==> src/rtl/adder2_bist.sv <==
// BIST sequencer for an adder2-style DUT: sweeps {cin,b,a}, checks {cout,s}, counts mismatches.
// Build option ADDER_BIST_STOP_ON_ERR_EN: stop the sweep at the first mismatch.
//
// state | meaning
// IDLE  | reset state, vector outputs 0, waiting for start
// WAIT  | vector driven, counting down the settle time
// CHECK | compare DUT result with golden sum, advance or finish
// DONE  | sweep finished, results held until start or reset
module adder2_bist #(
  parameter int WIDTH  = 2,
  parameter int SETTLE = 1
) (
  input  logic                 clk,
  input  logic                 rst,
  input  logic                 start,
  output logic [WIDTH-1:0]     a_o,
  output logic [WIDTH-1:0]     b_o,
  output logic                 cin_o,
  input  logic [WIDTH-1:0]     s_i,
  input  logic                 cout_i,
  output logic                 busy,
  output logic                 done,
  output logic                 pass,
  output logic [2*WIDTH+1:0]   err_cnt,
  output logic [2*WIDTH:0]     fail_vec
);

  localparam int IW = 2*WIDTH+1;
  localparam int EW = 2*WIDTH+2;
  localparam int CW = (SETTLE < 2) ? 1 : $clog2(SETTLE+1);
  localparam logic [IW-1:0] LAST     = '1;
  localparam logic [EW-1:0] ERR_MAX  = '1;
  localparam logic [CW-1:0] SETTLE_C = CW'(SETTLE);
  localparam logic [CW-1:0] CNT_ONE  = CW'(1);
`ifdef ADDER_BIST_STOP_ON_ERR_EN
  localparam bit STOP_ON_ERR = 1'b1;
`else
  localparam bit STOP_ON_ERR = 1'b0;
`endif

  typedef enum logic [1:0] {IDLE, WAIT, CHECK, DONE} state_t;

  state_t          state, state_nx;
  logic [IW-1:0]   idx;
  logic [CW-1:0]   wait_cnt;
  logic [WIDTH:0]  gold;
  logic            mism;
  logic            launch;

  assign {cin_o, b_o, a_o} = idx;

  assign gold = {1'b0, a_o} + {1'b0, b_o} + {{WIDTH{1'b0}}, cin_o};
  assign mism = ({cout_i, s_i} != gold);

  always_ff @(posedge clk or posedge rst) begin
    if (rst) state <= IDLE;
    else     state <= state_nx;
  end

  always_comb begin
    state_nx = state;
    launch   = 1'b0;
    busy     = 1'b0;
    done     = 1'b0;
    case (state)
      IDLE: begin
        if (start) begin
          state_nx = WAIT;
          launch   = 1'b1;
        end
      end
      WAIT: begin
        busy = 1'b1;
        if (wait_cnt == CNT_ONE) state_nx = CHECK;
      end
      CHECK: begin
        busy = 1'b1;
        if (idx == LAST || (STOP_ON_ERR && mism)) state_nx = DONE;
        else                                      state_nx = WAIT;
      end
      DONE: begin
        done = 1'b1;
        if (start) begin
          state_nx = WAIT;
          launch   = 1'b1;
        end
      end
      default: state_nx = IDLE;
    endcase
  end

  assign pass = done && (err_cnt == '0);

  always_ff @(posedge clk or posedge rst) begin
    if (rst) begin
      idx      <= '0;
      wait_cnt <= '0;
      err_cnt  <= '0;
      fail_vec <= '0;
    end else if (launch) begin
      idx      <= '0;
      wait_cnt <= SETTLE_C;
      err_cnt  <= '0;
      fail_vec <= '0;
    end else if (state == WAIT) begin
      wait_cnt <= wait_cnt - CNT_ONE;
    end else if (state == CHECK) begin
      if (mism) begin
        if (err_cnt != ERR_MAX) err_cnt <= err_cnt + EW'(1);
        if (err_cnt == '0)      fail_vec <= idx;
      end
      // idx only moves on when another vector follows, so DONE holds the last one driven
      if (state_nx == WAIT) begin
        idx      <= idx + IW'(1);
        wait_cnt <= SETTLE_C;
      end
    end
  end

endmodule

==> config.mk <==
export PLATFORM = sky130hd
export DESIGN_NAME = adder2_bist
export DESIGN_NICKNAME = d
export VERILOG_FILES = /design/src/rtl/adder2_bist.sv
export SDC_FILE = /design/constraint.sdc
export NUM_CORES = 1
export LEC_CHECK = 0
export BUFFER_PORTS_ARGS = -buffer_cell sky130_fd_sc_hd__buf_2
export CAP_MARGIN = 40
export CORE_ASPECT_RATIO = 0.75
export CORE_MARGIN = 2
export CORE_UTILIZATION = 57
export DETAILED_ROUTE_END_ITERATION = 8
export PLACE_DENSITY = 0.83
export SYNTH_ARGS = -nofsm -noshare
export SYNTH_HDL_FRONTEND = slang
export SYNTH_SLANG_ARGS = --single-unit
==> constraint.sdc <==
create_clock -name clk -period 6.15 [get_ports clk]
set_clock_uncertainty 0.1 [all_clocks]
set_input_delay 0.3075 -clock clk [delete_from_list [all_inputs] [get_ports clk]]
set_output_delay 0.3075 -clock clk [all_outputs]
set_load 0.02 [all_outputs]
# [Word level (Yosys, flattened, before mapping)]
# Cells that the tools add are included.
[op_classes] add_sub_neg=5 eq_ne=8 n_mux=26 n_reduce_logical=16
[op_table] op="$mux 5" count=9
[op_table] op="$mux 6" count=5
[op_table] op="$reduce_bool 2->1" count=5
[op_table] op="$mux 1" count=8
[op_table] op="$reduce_and 4->1" count=2
[op_table] op="$add 6x1->6 const B" count=1
[op_table] op="$logic_not 6->1" count=1
[op_table] op="$mux 2" count=3
[op_table] op="$ne 6x6->1 const B" count=1
[op_table] op="$pmux 2 s3" count=1
[op_table] op="$reduce_bool 3->1" count=2
[op_table] op="$add 5x1->5 const B" count=1
[op_table] op="$eq 5x5->1 const B" count=1
[op_table] op="$eq 2x1->1 const B" count=2
[op_table] op="$eq 2x2->1 const B" count=2
[op_table] op="$reduce_or 2->1" count=2
[op_table] op="$add 2x2->3" count=1
[op_table] op="$add 3x1->3" count=1
[op_table] op="$ne 3x3->1" count=1
[op_table] op="$reduce_and 3->1" count=1
[op_table] op="$logic_not 2->1" count=1
[op_table] op="$ne 2x2->1 const B" count=1
[op_table] op="$reduce_and 2->1" count=1
[op_table] op="$logic_and 1x1->1" count=1
[op_table] op="$sub 1x1->1 const B" count=1
[totals] register_bits=19 input_bits=6 output_inout_bits=19 word_cells=60

# [Depth between registers and ports, before layout]
# Gate-level depths: netlist (run 1).
[logic_depth] word_depth=8 ltp_mapped=8 depth_no_buf=8

# [Worst setup path after synthesis (run 1)]
# No wires, ideal clock.
[synth_path] path_type="reg-to-reg" start="register idx[0]" end="register err_cnt[5]" setup_ps=127 arrival_ps=2369 required_ps=5923 setup_slack_ps=3554 stages_incl_launch_ff=9 n_path_buf=0 period_less_slack_ps=2596 path_cell_list="dfrtp_1 inv_1 fa_1 fa_1 xor2_1 and4_1 nor3_4 nand4_1 mux2i_1"
[synth_via] elab_chain_len=5
[synth_rtl] element="from (decl)" line_no="44" rtl="logic [IW-1:0] idx;"
[synth_rtl] element="from (signal assigned)" line_no="114" rtl="idx <= idx + IW'(1);"
[synth_rtl] element="$add 2x2->3" line_no="52" rtl="assign gold = {1'b0, a_o} + {1'b0, b_o} + {{WIDTH{1'b0}}, cin_o};"
[synth_rtl] element="$add 3x1->3" line_no="52"
[synth_rtl] element="$ne 3x3->1" line_no="53" rtl="assign mism = ({cout_i, s_i} != gold);"
[synth_rtl] element="$reduce_bool 2->1 (no line)"
[synth_rtl] element="$reduce_and 4->1 (no line)"
[synth_rtl] element="to (signal assigned)" line_no="109" rtl="if (err_cnt != ERR_MAX) err_cnt <= err_cnt + EW'(1);"
[synth_rtl] element="to (decl)" line_no="24" rtl="output logic [2*WIDTH+1:0] err_cnt,"
# Every way passes these cells.
# A chain may end at the register's enable or synchronous reset.

# [Final worst setup path (run 1)]
# Same ends and word-level chain as after synthesis.

==> results.py, run 1 <==
metrics = {
    "synth": {
        "ys_seq_area_share_pct": 41.2,
        "synth_cell_type_count": 38,
        "post_synth_instance_area_sq_um": 1150,
        "syn_inst": 113,
        "avgSynthCellArea_sq_um": 10.2,
        "ys_ff_latch": 19,
        "yosysWarnings": 0,
        "syn_nets": 129,
    },
    "drt": {
        "num_vias": 941,
        "dr_wl_met3_um": 123,
        "drt_iter0_markers": 29,
        "drtAntennaViolNets": 0,
        "met1Wirelength_mm": 1.16,
        "wl_per_cell_um": 14.5,
        "routed_wl_mm": 2.36,
        "viasPerCell": 5.77,
        "drc": 0,
        "top_layer": "met4",
        "drt-pass1-iter-count": 4,
        "met2WireLength_mm": 1.05,
    },
    "flow_run": {
        "max_cap_violations": 0,
    },
    "place": {
        "place_area_sq_um": 1290,
        "hpwl_mm": 1.79,
        "port_buffers": 24,
        "routabilityCongestion": 0.821,
    },
    "floorplanning": {
        "dieArea_sq_um": 2400,
        "num_rows": 14,
        "chipHeight_um": 43.0,
        "initial_core_util_pct": 58.8,
        "coreArea_sq_um": 1960,
        "die-width_um": 55.9,
        "ios": 25,
    },
    "worst_setup_path": {
        "timing.critical_path.arrival_ns": 2.74,
        "criticalPathCategory": "reg -> reg",
        "endpoint_kind": "register",
        "cp-start-kind": "register",
        "critPathMaxFanout": 5,
        "worstPathRequired_ns": 6.25,
    },
    "sta": {
        "fmax_ghz": 0.379,
        "rsz0062_at_grt": "false",
        "setup-tns-final_ns": 0,
        "period_minus_slack_ns": 2.64,
        "hold_viol": 19,
        "slew_headroom_pct": 53.1,
        "slew_viol_final": 0,
        "setup-violations-final": 0,
        "whs_ns": -0.0112,
        "fin_crit_sh_pct": 42.9,
        "worstMarginPinSlew_ns": 0.703,
    },
    "global_route": {
        "grt_pass1_vias": 850,
        "antenna_found_initial": 0,
        "grt_max_degree": 20,
        "grt_util_all_layers_pct": 21.5,
        "grt_pass1_wl_mm": 3.88,
        "grt-ovfl-total": 0,
    },
    "pwr": {
        "powerDensity_nw_per_um2": 417,
        "vdd_drop_max_uv": 258,
        "p_leak_nw": 0.677,
    },
    "clock_tree": {
        "ctsHoldBuffers": 0,
        "clockRootBuffer": "clkbuf_4",
        "cts_resized": 0,
        "path_clk_slew_ns": 0.11,
        "clock_latency_ns": 0.31,
        "post_cts_buffers": 0,
        "ctsHtreeMaxLevel": 1,
        "cts_buffers": 3,
        "cts_tree": "built",
        "clock_path_buffers": 2,
        "cts_sinks": 19,
    },
    "final_layout": {
        "fin_nets": 156,
        "drive_above_1_share_pct": 24.5,
        "area_growth_pct": 14.6,
        "fill_cells": 162,
        "antenna_cells": 0,
        "fin_area_sq_um": 1320,
    },
    "outcome": {
        "violations": "negative hold slack",
        "status": "complete, but fails checks",
    },
    "min_path": {
        "hold_path.class": "in -> async",
    },
}
==> cells in the mapped netlist <==
master | count | area, sq um
a211oi_1 | 2 | 15.0
a21o_1 | 1 | 7.51
a21oi_1 | 4 | 20.0
a22o_1 | 7 | 61.3
a41o_1 | 1 | 10.0
and2_0 | 1 | 6.26
and2_1 | 1 | 6.26
and2_2 | 1 | 7.51
and3_1 | 3 | 18.8
and4_1 | 1 | 8.76
buf_2 | 1 | 5.00
clkbuf_1 | 1 | 3.75
dfrtp_1 | 19 | 475
fa_1 | 2 | 40.0
ha_1 | 8 | 100
inv_1 | 11 | 41.3
mux2_2 | 1 | 11.3
mux2i_1 | 2 | 20.0
nand2_1 | 4 | 15.0
nand3_1 | 5 | 25.0
nand4_1 | 2 | 12.5
nand4b_1 | 1 | 8.76
nor2_1 | 8 | 30.0
nor3_1 | 3 | 15.0
nor3_4 | 1 | 16.3
nor4_1 | 1 | 6.26
nor4_2 | 1 | 12.5
nor4b_2 | 1 | 15.0
nor4bb_1 | 1 | 10.0
o211a_1 | 1 | 10.0
o21ai_0 | 5 | 25.0
o21bai_1 | 2 | 15.0
o22ai_1 | 1 | 6.26
or2_2 | 1 | 6.26
or3_1 | 1 | 6.26
or4_1 | 1 | 7.51
xnor2_1 | 3 | 26.3
xor2_1 | 3 | 26.3
==> cell usage in the layout, fill, tap and decap left out, drive strengths merged <==
cell type | synthesis | final
mux2 | 1 | 1
and3 | 3 | 3
nand4 | 2 | 2
a211oi | 2 | 2
clkinv | 0 | 1
nor4 | 2 | 2
nand3 | 5 | 5
a21oi | 4 | 4
inv | 11 | 11
xnor2 | 3 | 3
a22o | 7 | 7
a21o | 1 | 1
o21bai | 2 | 2
nor3 | 4 | 4
and2 | 3 | 3
nand4b | 1 | 1
nor4b | 1 | 1
buf | 1 | 24
and4 | 1 | 1
dfrtp | 19 | 19
a41o | 1 | 1
mux2i | 2 | 2
nand2 | 4 | 4
xor2 | 3 | 3
ha | 8 | 8
clkbuf | 1 | 3
or2 | 1 | 1
fa | 2 | 2
nor4bb | 1 | 1
o22ai | 1 | 1
or3 | 1 | 1
o21ai | 5 | 5
o211a | 1 | 1
nor2 | 8 | 8
or4 | 1 | 1
==> per-stage QoR <==
stage	hold slack, ns	power, mW	setup slack, ns	instances	utilization, %
3_5_place_dp	0.362	0.484	3.54	159	66.0
2_1_floorplan	0.159	0.413	3.55	113	-
5_1_grt	0.0515	0.597	3.40	163	67.4
6_report	-0.0112	0.551	3.51	163	67.4
3_3_place_gp	0.341	0.476	3.61	159	66.0
4_1_cts	0.0186	0.551	3.53	163	67.4
==> critical path, stage by stage, from the launching register on <==
cell and delay, ns:
dfrtp_1 0.43, inv_1 0.10, fa_1 0.45, fa_1 0.46
xor2_1 0.16, and4_1 0.27, nor3_4 0.27, nand4_1 0.16
mux2i_1 0.14
==> state kept, by name, indices dropped and copies added, names as in the netlist <==
name / cells
err_cnt: 6
idx: 5
fail_vec: 5
wait_cnt: 1
state: 2
==> report_power, final <==
part           switching [mW]  internal, mW
Combinational           0.187         0.112
Clock                  0.0408        0.0243
Sequential             0.0344         0.152
==> cell type report <==
cell class / instances / area, sq um / area share (%)
sequential: 19 / 475 / 36.0
multi-input combinational: 81 / 628 / 47.5
clock inverter: 1 / 5.00 / 0.378
timing repair buffer: 24 / 120 / 9.08
clock buffer: 3 / 22.5 / 1.70
tap: 24 / 30.0 / 2.27
inverter: 11 / 41.3 / 3.12
==> routing by layer <==
| layer | vias up | track usage (%) |
|---|---|---|
| li1 | 465 | - |
| met1 | 446 | 29.4 |
| met2 | 25 | 32.1 |
| met3 | 5 | 6.71 |
| met4 | 0 | 8.10 |
| met5 | - | 0 |
==> final timing paths <==
path / cells past startpoint / slack [ns] / start / end
setup / recovery: 8 / 3.51 / idx[0]$_DFFE_PP0P_ / err_cnt[5]$_DFFE_PP0P_
hold / removal: 2 / -0.01 / rst / idx[2]$_DFFE_PP0P_
setup reg to reg: 8 / 3.51 / idx[0]$_DFFE_PP0P_ / err_cnt[5]$_DFFE_PP0P_
hold reg to reg: 1 / 0.41 / fail_vec[3]$_DFFE_PP0P_ / fail_vec[3]$_DFFE_PP0P_
max in group asynchronous: 2 / 5.52 / rst / idx[0]$_DFFE_PP0P_
min in group clk: 3 / 0.26 / start / state[0]$_DFF_PP0_
==> cell families (layout without fill, tap and decap cells) <==
family | after synthesis | count (layout) | synth area share (%)
simple gates | 38 | 38 | 20.3
compound gates | 24 | 24 | 14.8
flops | 19 | 19 | 41.2
buf+inv | 13 | 39 | 4.34
fa+ha+maj | 10 | 10 | 12.1
xor+xnor | 6 | 6 | 4.56
mux | 3 | 3 | 2.71
(Power assumes the default switching activity.)
==> inputs of run 2 (changes only) <==
--- a/config.mk
+++ b/config.mk
@@ -9,9 +9,9 @@
 export CAP_MARGIN = 40
 export CORE_ASPECT_RATIO = 0.75
 export CORE_MARGIN = 2
-export CORE_UTILIZATION = 57
+export CORE_UTILIZATION = 48
 export DETAILED_ROUTE_END_ITERATION = 8
-export PLACE_DENSITY = 0.83
+export PLACE_DENSITY = 0.75
 export SYNTH_ARGS = -nofsm -noshare
 export SYNTH_HDL_FRONTEND = slang
 export SYNTH_SLANG_ARGS = --single-unit
==> constraint.sdc (replaced) <==
create_clock -name clk -period 2.3 [get_ports clk]
set_clock_uncertainty 0.1 [all_clocks]
set_input_delay 0.115 -clock clk [delete_from_list [all_inputs] [get_ports clk]]
set_output_delay 0.115 -clock clk [all_outputs]
set_load 0.02 [all_outputs]
==> results.py, run 2 (same netlist as run 1, synthesis figures left out) <==
metrics = {
    "outcome": {
        "status": "complete, but fails checks",
        "violations": "negative setup slack",
    },
    "sta": {
        "worstMarginPinSlew_ns": 0.758,
        "period_minus_slack_ns": 2.34,
        "fin_crit_sh_pct": 102,
        "setup-violations-final": 1,
        "slew_headroom_pct": 49.4,
        "rsz0062_at_grt": "true",
        "slew_viol_final": 0,
        "fmax_ghz": 0.427,
        "setup-tns-final_ns": -0.0439,
        "setup_ws_ns": -0.0439,
        "hold_viol": 0,
    },
    "worst_setup_path": {
        "criticalPathCategory": "reg -> reg",
        "cp_cell_sequence": "inv_2 > fa_2 > fa_1 > xor2_1 > and4_4 > nor3_4 > nand4_1 > mux2i_1",
        "cp_slowest_stage_delay_ns": 0.46,
        "crit_end": "err_cnt[5]$_DFFE_PP0P_",
        "r2r-end": "err_cnt[5]$_DFFE_PP0P_",
        "cp-start-kind": "register",
        "reg2reg_slack_ns": -0.04,
        "critPathMaxFanout": 5,
        "worstPathRequired_ns": 2.40,
        "rr_startpoint": "idx[0]$_DFFE_PP0P_",
        "critPathSlowestCell": "fa_1",
        "endpoint_kind": "register",
        "reg2reg_depth": 8,
        "timing.critical_path.arrival_ns": 2.44,
        "crit_start": "idx[0]$_DFFE_PP0P_",
    },
    "min_path": {
        "hold_path.class": "in -> reg",
    },
    "floorplanning": {
        "coreArea_sq_um": 2290,
        "chipHeight_um": 46.5,
        "die-width_um": 60.6,
        "ios": 25,
        "dieArea_sq_um": 2820,
        "num_rows": 15,
        "initial_core_util_pct": 50.4,
    },
    "place": {
        "dp_worst_setup_slack_ns": -0.0137,
        "port_buffers": 24,
        "hpwl_mm": 1.89,
        "place_area_sq_um": 1360,
        "routabilityCongestion": 0.824,
    },
    "final_layout": {
        "fin_area_sq_um": 1420,
        "antenna_cells": 0,
        "area_growth_pct": 22.8,
        "final_common_cell": "buf_2",
        "drive_above_1_share_pct": 33.3,
        "fin_nets": 164,
        "largest_reg_flops": 6,
        "top_regs": "err_cnt: 6 flops, fail_vec: 5 flops, idx: 5 flops",
        "fin_util_pct": 61.9,
        "regMostFlops": "err_cnt",
        "mostFrequentLayoutCells": "buf_2 (24), dfrtp_1 (16), inv_1 (10), nor2_1 (8), ha_1 (8)",
    },
    "global_route": {
        "grt_pass1_vias": 940,
        "grt-ovfl-total": 0,
        "grt_util_all_layers_pct": 21.5,
        "grt_max_degree": 20,
        "antenna_found_initial": 0,
        "grt_pass1_wl_mm": 4.32,
    },
    "drt": {
        "drtAntennaViolNets": 0,
        "drc": 0,
        "num_vias": 983,
        "viasPerCell": 5.43,
        "drt-pass1-iter-count": 4,
        "wl_per_cell_um": 14.3,
        "drt_iter0_markers": 57,
        "routed_wl_mm": 2.60,
    },
    "clock_tree": {
        "clock_path_buffers": 2,
        "ctsHtreeMaxLevel": 1,
        "clock_latency_ns": 0.30,
        "cts_sinks": 19,
        "cts_tree": "built",
        "cts_resized": 0,
        "cts_buffers": 3,
        "clockRootBuffer": "clkbuf_4",
        "path_clk_slew_ns": 0.11,
    },
    "flow_run": {
        "max_cap_violations": 0,
    },
    "pwr": {
        "powerDensity_nw_per_um2": 1100,
        "power_mw": 1.56,
        "vdd_drop_max_uv": 474,
        "p_leak_nw": 0.715,
    },
}
run 2: critical path: cells and delay by family (launching register included):
| family | cells | cell delay (ns) |
|---|---|---|
| XOR/XNOR | 1 | 0.19 |
| multiplexers | 1 | 0.13 |
| AND/OR/NAND/NOR | 3 | 0.55 |
| flip-flops | 1 | 0.38 |
| buffers and inverters | 1 | 0.05 |
| adder cells (fa/ha/maj) | 2 | 0.84 |
run 2: timing repair:
item / 4_1_cts / 5_1_grt
pin swaps: 8 / 7
buffers inserted: 1 / 1
endpoints found under the hold margin: 19 / 0
hold buffers: 1 / 0
setup endpoints to repair: 7 / 12
run 2: through the flow:
step,hold WS (ns),std cells
after floorplan,-0.0341,113
after global placement,0.159,174
after detailed placement,0.183,174
after CTS,0.0766,180
after global routing,0.0991,181
final,0.0840,181
run 2: power breakdown:
group	leakage, nW	switching (mW)	internal, mW
Sequential	0.250	0.0904	0.407
Clock	0.0177	0.107	0.0649
Combinational	0.448	0.540	0.352
Total	0.715	0.736	0.824
run 2: how the worst min path moves through the flow:
stage | end | slack [ns] | cells past startpoint | startpoint
6_report | state[0]$_DFF_PP0_ | 0.08 | 3 | start
5_1_grt | state[0]$_DFF_PP0_ | 0.1 | 3 | start
4_1_cts | state[0]$_DFF_PP0_ | 0.08 | 3 | start
3_5_place_dp | err_cnt[4]$_DFFE_PP0P_ | 0.18 | 2 | rst
3_3_place_gp | err_cnt[2]$_DFFE_PP0P_ | 0.16 | 2 | rst
2_1_floorplan | err_cnt[0]$_DFFE_PP0P_ | -0.03 | 1 | rst
run 2: layout make-up:
| cell class | instances | area, sq um |
|---|---|---|
| Sequential cell | 19 | 479 |
| Timing Repair Buffer | 32 | 183 |
| Fill cell | 195 | 873 |
| Clock inverter | 1 | 5.00 |
| Tap cell | 34 | 42.5 |
| Clock buffer | 3 | 22.5 |
| Inverter | 11 | 41.3 |
| Multi-Input combinational cell | 81 | 643 |
run 2: routing by layer:
layer	vias up	part of all wire (%)	routed length (um)	GRT usage, %
met5	-	0	0	0
met4	0	0.81	21	7.83
met3	2	7.9	204	7.30
met2	36	47	1210	31.4
met1	470	45	1160	29.5
li1	475	-	-	-
